### config.mk
export PLATFORM = sky130hd
export DESIGN_NAME = fifo_stream_reader
export DESIGN_NICKNAME = d
export VERILOG_FILES = /design/src/rtl/fifo_stream_reader.sv
export SDC_FILE = /design/constraint.sdc
export NUM_CORES = 1
export LEC_CHECK = 0
export CAP_MARGIN = 20
export CORE_ASPECT_RATIO = 0.9
export CORE_MARGIN = 2
export CORE_UTILIZATION = 51
export CTS_CLUSTER_DIAMETER = 40
export DETAILED_ROUTE_END_ITERATION = 8
export PLACE_DENSITY = 0.81
export SETUP_SLACK_MARGIN = 0.4
export SLEW_MARGIN = 20
export SYNTH_ARGS = -nofsm -noshare
export SYNTH_HDL_FRONTEND = slang
export SYNTH_SLANG_ARGS = --single-unit
### constraint.sdc
create_clock -name clk -period 5.2 [get_ports clk]
set_clock_uncertainty 0.15 [all_clocks]
set_input_delay 1.04 -clock clk [delete_from_list [all_inputs] [get_ports clk]]
set_output_delay 1.04 -clock clk [all_outputs]
set_load 0.05 [all_outputs]
### src/rtl/fifo_stream_reader.sv
// rtl/fifo_stream_reader.sv - read-side drain engine: registered-read FIFO to valid/ready stream
module fifo_stream_reader #(
    parameter int DATA_WIDTH = 8,
    parameter int CNT_WIDTH  = 32
) (
    input  logic                  clk,
    input  logic                  reset,
    input  logic                  fifo_empty,
    output logic                  fifo_rd_en,
    input  logic [DATA_WIDTH-1:0] fifo_rdata,
    output logic                  m_valid,
    input  logic                  m_ready,
    output logic [DATA_WIDTH-1:0] m_data,
    input  logic                  flush,
    output logic [CNT_WIDTH-1:0]  words_out,
    output logic                  idle
);

    logic [1:0]            occ_q, occ_d;
    logic                  inflight_q;
    logic                  head_q, head_d;
    logic                  tail_q, tail_d;
    logic [DATA_WIDTH-1:0] buf_q [2];
    logic [CNT_WIDTH-1:0]  cnt_q;

    logic       pop;
    logic       capture;
    logic [2:0] pending;

    assign pop     = m_valid & m_ready;
    assign capture = inflight_q;

    // Words already committed to the buffer after this cycle's pop; a strobe
    // is only issued when it is guaranteed a free slot on return.
    assign pending    = {1'b0, occ_q} + {2'b00, inflight_q} - {2'b00, pop};
    assign fifo_rd_en = reset & ~flush & ~fifo_empty & (pending < 3'd2);

    assign m_valid   = (occ_q != 2'd0);
    assign m_data    = buf_q[head_q];
    assign idle      = (occ_q == 2'd0) & ~inflight_q;
    assign words_out = cnt_q;

    always_comb begin
        occ_d  = occ_q + {1'b0, capture} - {1'b0, pop};
        head_d = head_q ^ pop;
        tail_d = tail_q ^ capture;
        if (flush) begin
            occ_d  = 2'd0;
            head_d = 1'b0;
            tail_d = 1'b0;
        end
    end

    always_ff @(posedge clk) begin
        if (!reset) begin
            occ_q      <= 2'd0;
            inflight_q <= 1'b0;
            head_q     <= 1'b0;
            tail_q     <= 1'b0;
            buf_q[0]   <= '0;
            buf_q[1]   <= '0;
            cnt_q      <= '0;
        end else begin
            occ_q      <= occ_d;
            inflight_q <= fifo_rd_en;
            head_q     <= head_d;
            tail_q     <= tail_d;
            // Returning data from a strobe issued before a flush is dropped here.
            if (capture && !flush) begin
                buf_q[tail_q] <= fifo_rdata;
            end
            if (pop) begin
                cnt_q <= cnt_q + {{(CNT_WIDTH-1){1'b0}}, 1'b1};
            end
        end
    end

endmodule

After elaboration in Yosys (flattened, before gate mapping)
Memory sizes are Yosys's and may differ from the RTL's. A register that Yosys moved wholly into a read port is not among the register bits.
Index checks and enable logic that the tools add are counted.
- add/subtract/negate cells: 5
- multipliers: 0
- div/mod/pow operators: 0
- order comparisons: 1
- equal/unequal tests: 0
- shift operators: 0
- mux-type cells: 8
- bitwise gates (word level): 11
- reduce and logical (&&, ||, !) cells: 6
- operators with widths (kind ; number):
    32-bit by 1-bit adder with 32-bit output, second input constant ; 1
    8-bit 2-to-1 mux ; 1
    8-bit OR reduction ; 1
    1-bit 2-to-1 mux ; 7
    1-bit AND ; 5
    1-bit inverter ; 4
    2-bit by 1-bit adder with 3-bit output ; 1
    3-bit by 2-bit less-than comparator with 1-bit output, second input constant ; 1
    3-bit by 1-bit subtractor with 3-bit output ; 1
    2-bit by 1-bit adder with 2-bit output ; 1
    2-bit logical NOT ; 1
    2-bit nonzero test ; 1
    2-bit OR reduction ; 1
    2-bit by 1-bit subtractor with 2-bit output ; 1
    1-bit bitwise XOR ; 2
    1-bit logical AND ; 1
    1-bit logical NOT ; 1
- bits in registers: 37
- bits in latches: 0
- RAM bits: 16
- ROM bits: 0
- input port bits: 13
- output and inout bits: 43
- word-level logic and storage cells: 37
- memories: 1
- memories (memory ; depth ; bits a word ; read ports ; clocked after Yosys merged registers in ; wr ports ; line ; text):
    buf_q ; 2 ; 8 ; 1 ; 1 ; 2 ; 23 ; logic [DATA_WIDTH-1:0] buf_q [2];

Depth between registers and ports, before layout
- depth in word-level cells: 7
- depth in mapped cells: 8
- depth with buffers taken out: 7

Worst setup path after synthesis
Ideal clock, no wire load.
- path type: input-to-output
- from: input m_ready
- to: output fifo_rd_en
- arrival time: 3814 ps
- required time: 4010 ps
- path slack: 196 ps
- stages on the path: 7
- buffers on the path: 1
- path through: o21a_1 -> clkbuf_1 -> ha_1 -> inv_1 -> ha_1 -> fa_1 -> nor4_1
- longest elaborated chain between the ends: 4
- RTL lines (what ; line ; text):
    start, declared ; 12 ; input logic m_ready,
    1-bit AND ; 30 ; assign pop = m_valid & m_ready;
    net pop ; 26 ; logic pop;
    3-bit by 1-bit subtractor with 3-bit output ; 35 ; assign pending = {1'b0, occ_q} + {2'b00, inflight_q} - {2'b00, pop};
    net pending[1] ; 28 ; logic [2:0] pending;
    3-bit by 2-bit less-than comparator with 1-bit output ; 36 ; assign fifo_rd_en = reset & ~flush & ~fifo_empty & (pending < 3'd2);
    1-bit AND ; 36 ;
    end, declared ; 9 ; output logic fifo_rd_en,
The timed path passes the listed nets, and every way through them passes these cells.

Worst setup path in the final report
- from: input m_ready
- to: output fifo_rd_en
- longest elaborated chain between the ends: 4
- RTL lines (what ; line):
    1-bit AND ; 30
    3-bit by 1-bit subtractor with 3-bit output ; 35
    net pending[1] ; 28
    3-bit by 2-bit less-than comparator with 1-bit output ; 36
    1-bit AND ; 36
The timed path passes the listed nets, and every way through them passes these cells.

==> results.json <==
{
  "outcome": "finished clean",
  "rsz0062_at_grt": "false",
  "ant_nets": 0,
  "p_leak_uw": 0.00104,
  "drive_gt1_frac": 0.0800,
  "path_max_fanout": 6,
  "via_per_inst": 5.58,
  "post-cts-setup-buffers": 0,
  "ios": 56,
  "synth_nets": 267,
  "final_nets": 316,
  "ys_ff_latch": 53,
  "grt_overflow": 0,
  "cts_sinks": 53,
  "hp-class": "reg -> reg",
  "wire_per_inst_um": 14.1,
  "final-max-slew-violation-count": 0,
  "cts_hold_buf": 0,
  "finalCritPeriodShare": 0.862,
  "required_ns": 4.01,
  "post_cts_resized": 0,
  "max-clock-path-buffers": 2,
  "synth.top_cell.area_share": 0.300,
  "final_hold_viol_count": 0,
  "areaGrowthSynthToFinish_pct": 28.3,
  "diodes": 0,
  "drv_cap": 0,
  "yosys.area.top_type": "dfxtp_1",
  "drt_iter0_drc": 56,
  "dp_hpwl_mm": 3.67,
  "drc_errors": 0,
  "place_ws_ns": 0.734,
  "worst_slack_ns": 0.720,
  "setup-violations-final": 0,
  "critPathKind": "in -> out",
  "numCtsBuffers": 5,
  "synthArstFlopShare": 0,
  "grt_pass1_wl_mm": 8.58,
  "synth_area_mm2": 0.00247,
  "drtPass1Iterations": 4,
  "gp_congestion": 0.751,
  "synth_cell_types": 38,
  "powerDensity_mw_per_mm2": 247,
  "ir_worst_vdd_v": 0.000129,
  "clk_pin_slew_ns": 0.09,
  "grt_pass1_vias": 1849,
  "totalWireLength_mm": 5.15,
  "core_area_mm2": 0.00474,
  "grt_use_total": 0.197,
  "antenna_found_initial": 0,
  "cp-end-kind": "output port",
  "post-route-min-period_ns": 4.48,
  "num_rows": 24,
  "synth_ff_type": "dfxtp_1",
  "cts_tree": "built",
  "syn_avg_cell_area_um2": 9.87,
  "max_freq_ghz": 0.223,
  "worstPathArrival_ns": 3.29,
  "initial_core_util": 0.520,
  "start_kind": "input pin",
  "finalSetupTns_ns": 0,
  "grt_start_max_net_pins": 29,
  "ys_warn_count": 0,
  "insertion_delay_ns": 0.31,
  "synth_edf_count": 16,
  "synthCells": 250,
  "die_x_um": 77.3,
  "dieArea_mm2": 0.00541,
  "io_buffers": 55,
  "tightest_slew_ns": 0.749,
  "fp.dieH_um": 70,
  "synth_seq_area_share": 0.495,
  "relSlewSlack": 0.498,
  "ys_top_cells_by_area": "dfxtp_1, edfxtp_1, and2_1",
  "cts_root_buf": "clkbuf_8",
  "num_vias": 2035,
  "htree_levels": 2
}
## area by class of cell
class                   count  area (µm²)
fillers                   388        1580
clock inverters             2        37.5
repair buffers             55         548
flip-flops and latches     53        1220
multi-input cells         174        1160
inverters                  10        37.5
well taps                  65        81.3
clock buffers               6        82.6
## cells in the final DEF, fill, tap and decap left out, types with 4 or more instances in the layout
master           synthesis  routed
nor4_1                   7       6
or3_1                    8       8
o31ai_1                 12      12
nand4_1                  6       6
o21ai_1                  3       4
and2_1                  19      19
inv_1                    9       9
nand3_1                  9       9
clkdlybuf4s50_1          0      54
nor2_1                  14      14
or4_1                   13      13
clkbuf_8                 0       6
dfxtp_1                 37      37
mux2_2                   8       8
nand2b_1                 4       4
edfxtp_1                16      16
xnor2_1                  9       9
a21oi_1                 18      18
nand2_1                 13      13
## layer usage
metal	vias to the layer above	wire, µm	part of all wire	global-route usage
met5	-	0	0	0
met4	0	36	0.0070	0.0456
met3	4	229	0.044	0.0439
met2	56	2520	0.49	0.328
met1	968	2370	0.46	0.264
li1	1007	-	-	-
## through the flow
step                      instances  total power [µW]  hold WS, ns   util  area (µm²)
after global routing            365               804        0.379  0.667        3170
after detailed placement        357               502        0.338  0.642        3050
after floorplan                 250               478        0.356      -        2470
after CTS                       365               786        0.350  0.667        3170
after global placement          357               500        0.326  0.642        3050
final                           365               781        0.353  0.667        3170
## cell usage after synthesis (3+ instances only)
master,instances
xor2_1,3
nand3_1,9
nand4_1,6
inv_1,9
o21a_1,3
or3_1,8
nand2b_1,4
nor2_1,14
clkbuf_1,6
mux2_2,8
xnor2_1,9
dfxtp_1,37
nor4_1,7
o21ai_1,3
or4_1,13
mux2i_1,3
buf_1,5
nand2_1,13
a21oi_1,18
o31ai_1,12
and2_1,19
o21ai_0,4
ha_1,3
edfxtp_1,16
## state kept, by name, summed over array words and instances, names as in the netlist
| register | count |
|---|---|
| capture | 1 |
| words_out | 32 |
| tail_q | 1 |
| buf_q | 16 |
| occ_q | 2 |
| head_q | 1 |
## final timing paths
kind	start	to	slack, ns	cells past startpoint
max	m_ready	fifo_rd_en	0.72	8
min	words_out[19]	words_out[19]	0.35	2
max reg2reg	words_out[10]	words_out[24]	2.77	4
min reg2reg	words_out[19]	words_out[19]	0.35	2
## critical path, cell delays in order
cell             delay (ns)
clkdlybuf4s50_1        0.51
o21a_1                 0.29
ha_1                   0.28
inv_1                  0.06
ha_1                   0.16
fa_1                   0.46
nor4_2                 0.26
buf_4                  0.23
## power breakdown
group / leakage, µW / switching [µW] / internal [µW] / total [µW]
Combinational: 0.000516 / 34.6 / 23.1 / 57.7
Clock: 0.0000574 / 133 / 157 / 289
Sequential: 0.000464 / 3.28 / 431 / 434
## cell families (layout without fill, tap and decap cells)
group,count (synthesis),in the layout,synth area share
AO/OA/AOI/OAI,44,44,0.112
XOR/XNOR,12,12,0.0426
adder cells (fa/ha/maj),4,4,0.0233
buffers and inverters,23,73,0.0385
flip-flops,53,53,0.495
multiplexers,11,11,0.0487
AND/OR/NAND/NOR,103,103,0.240
Power figures use the tool's default switching activity.
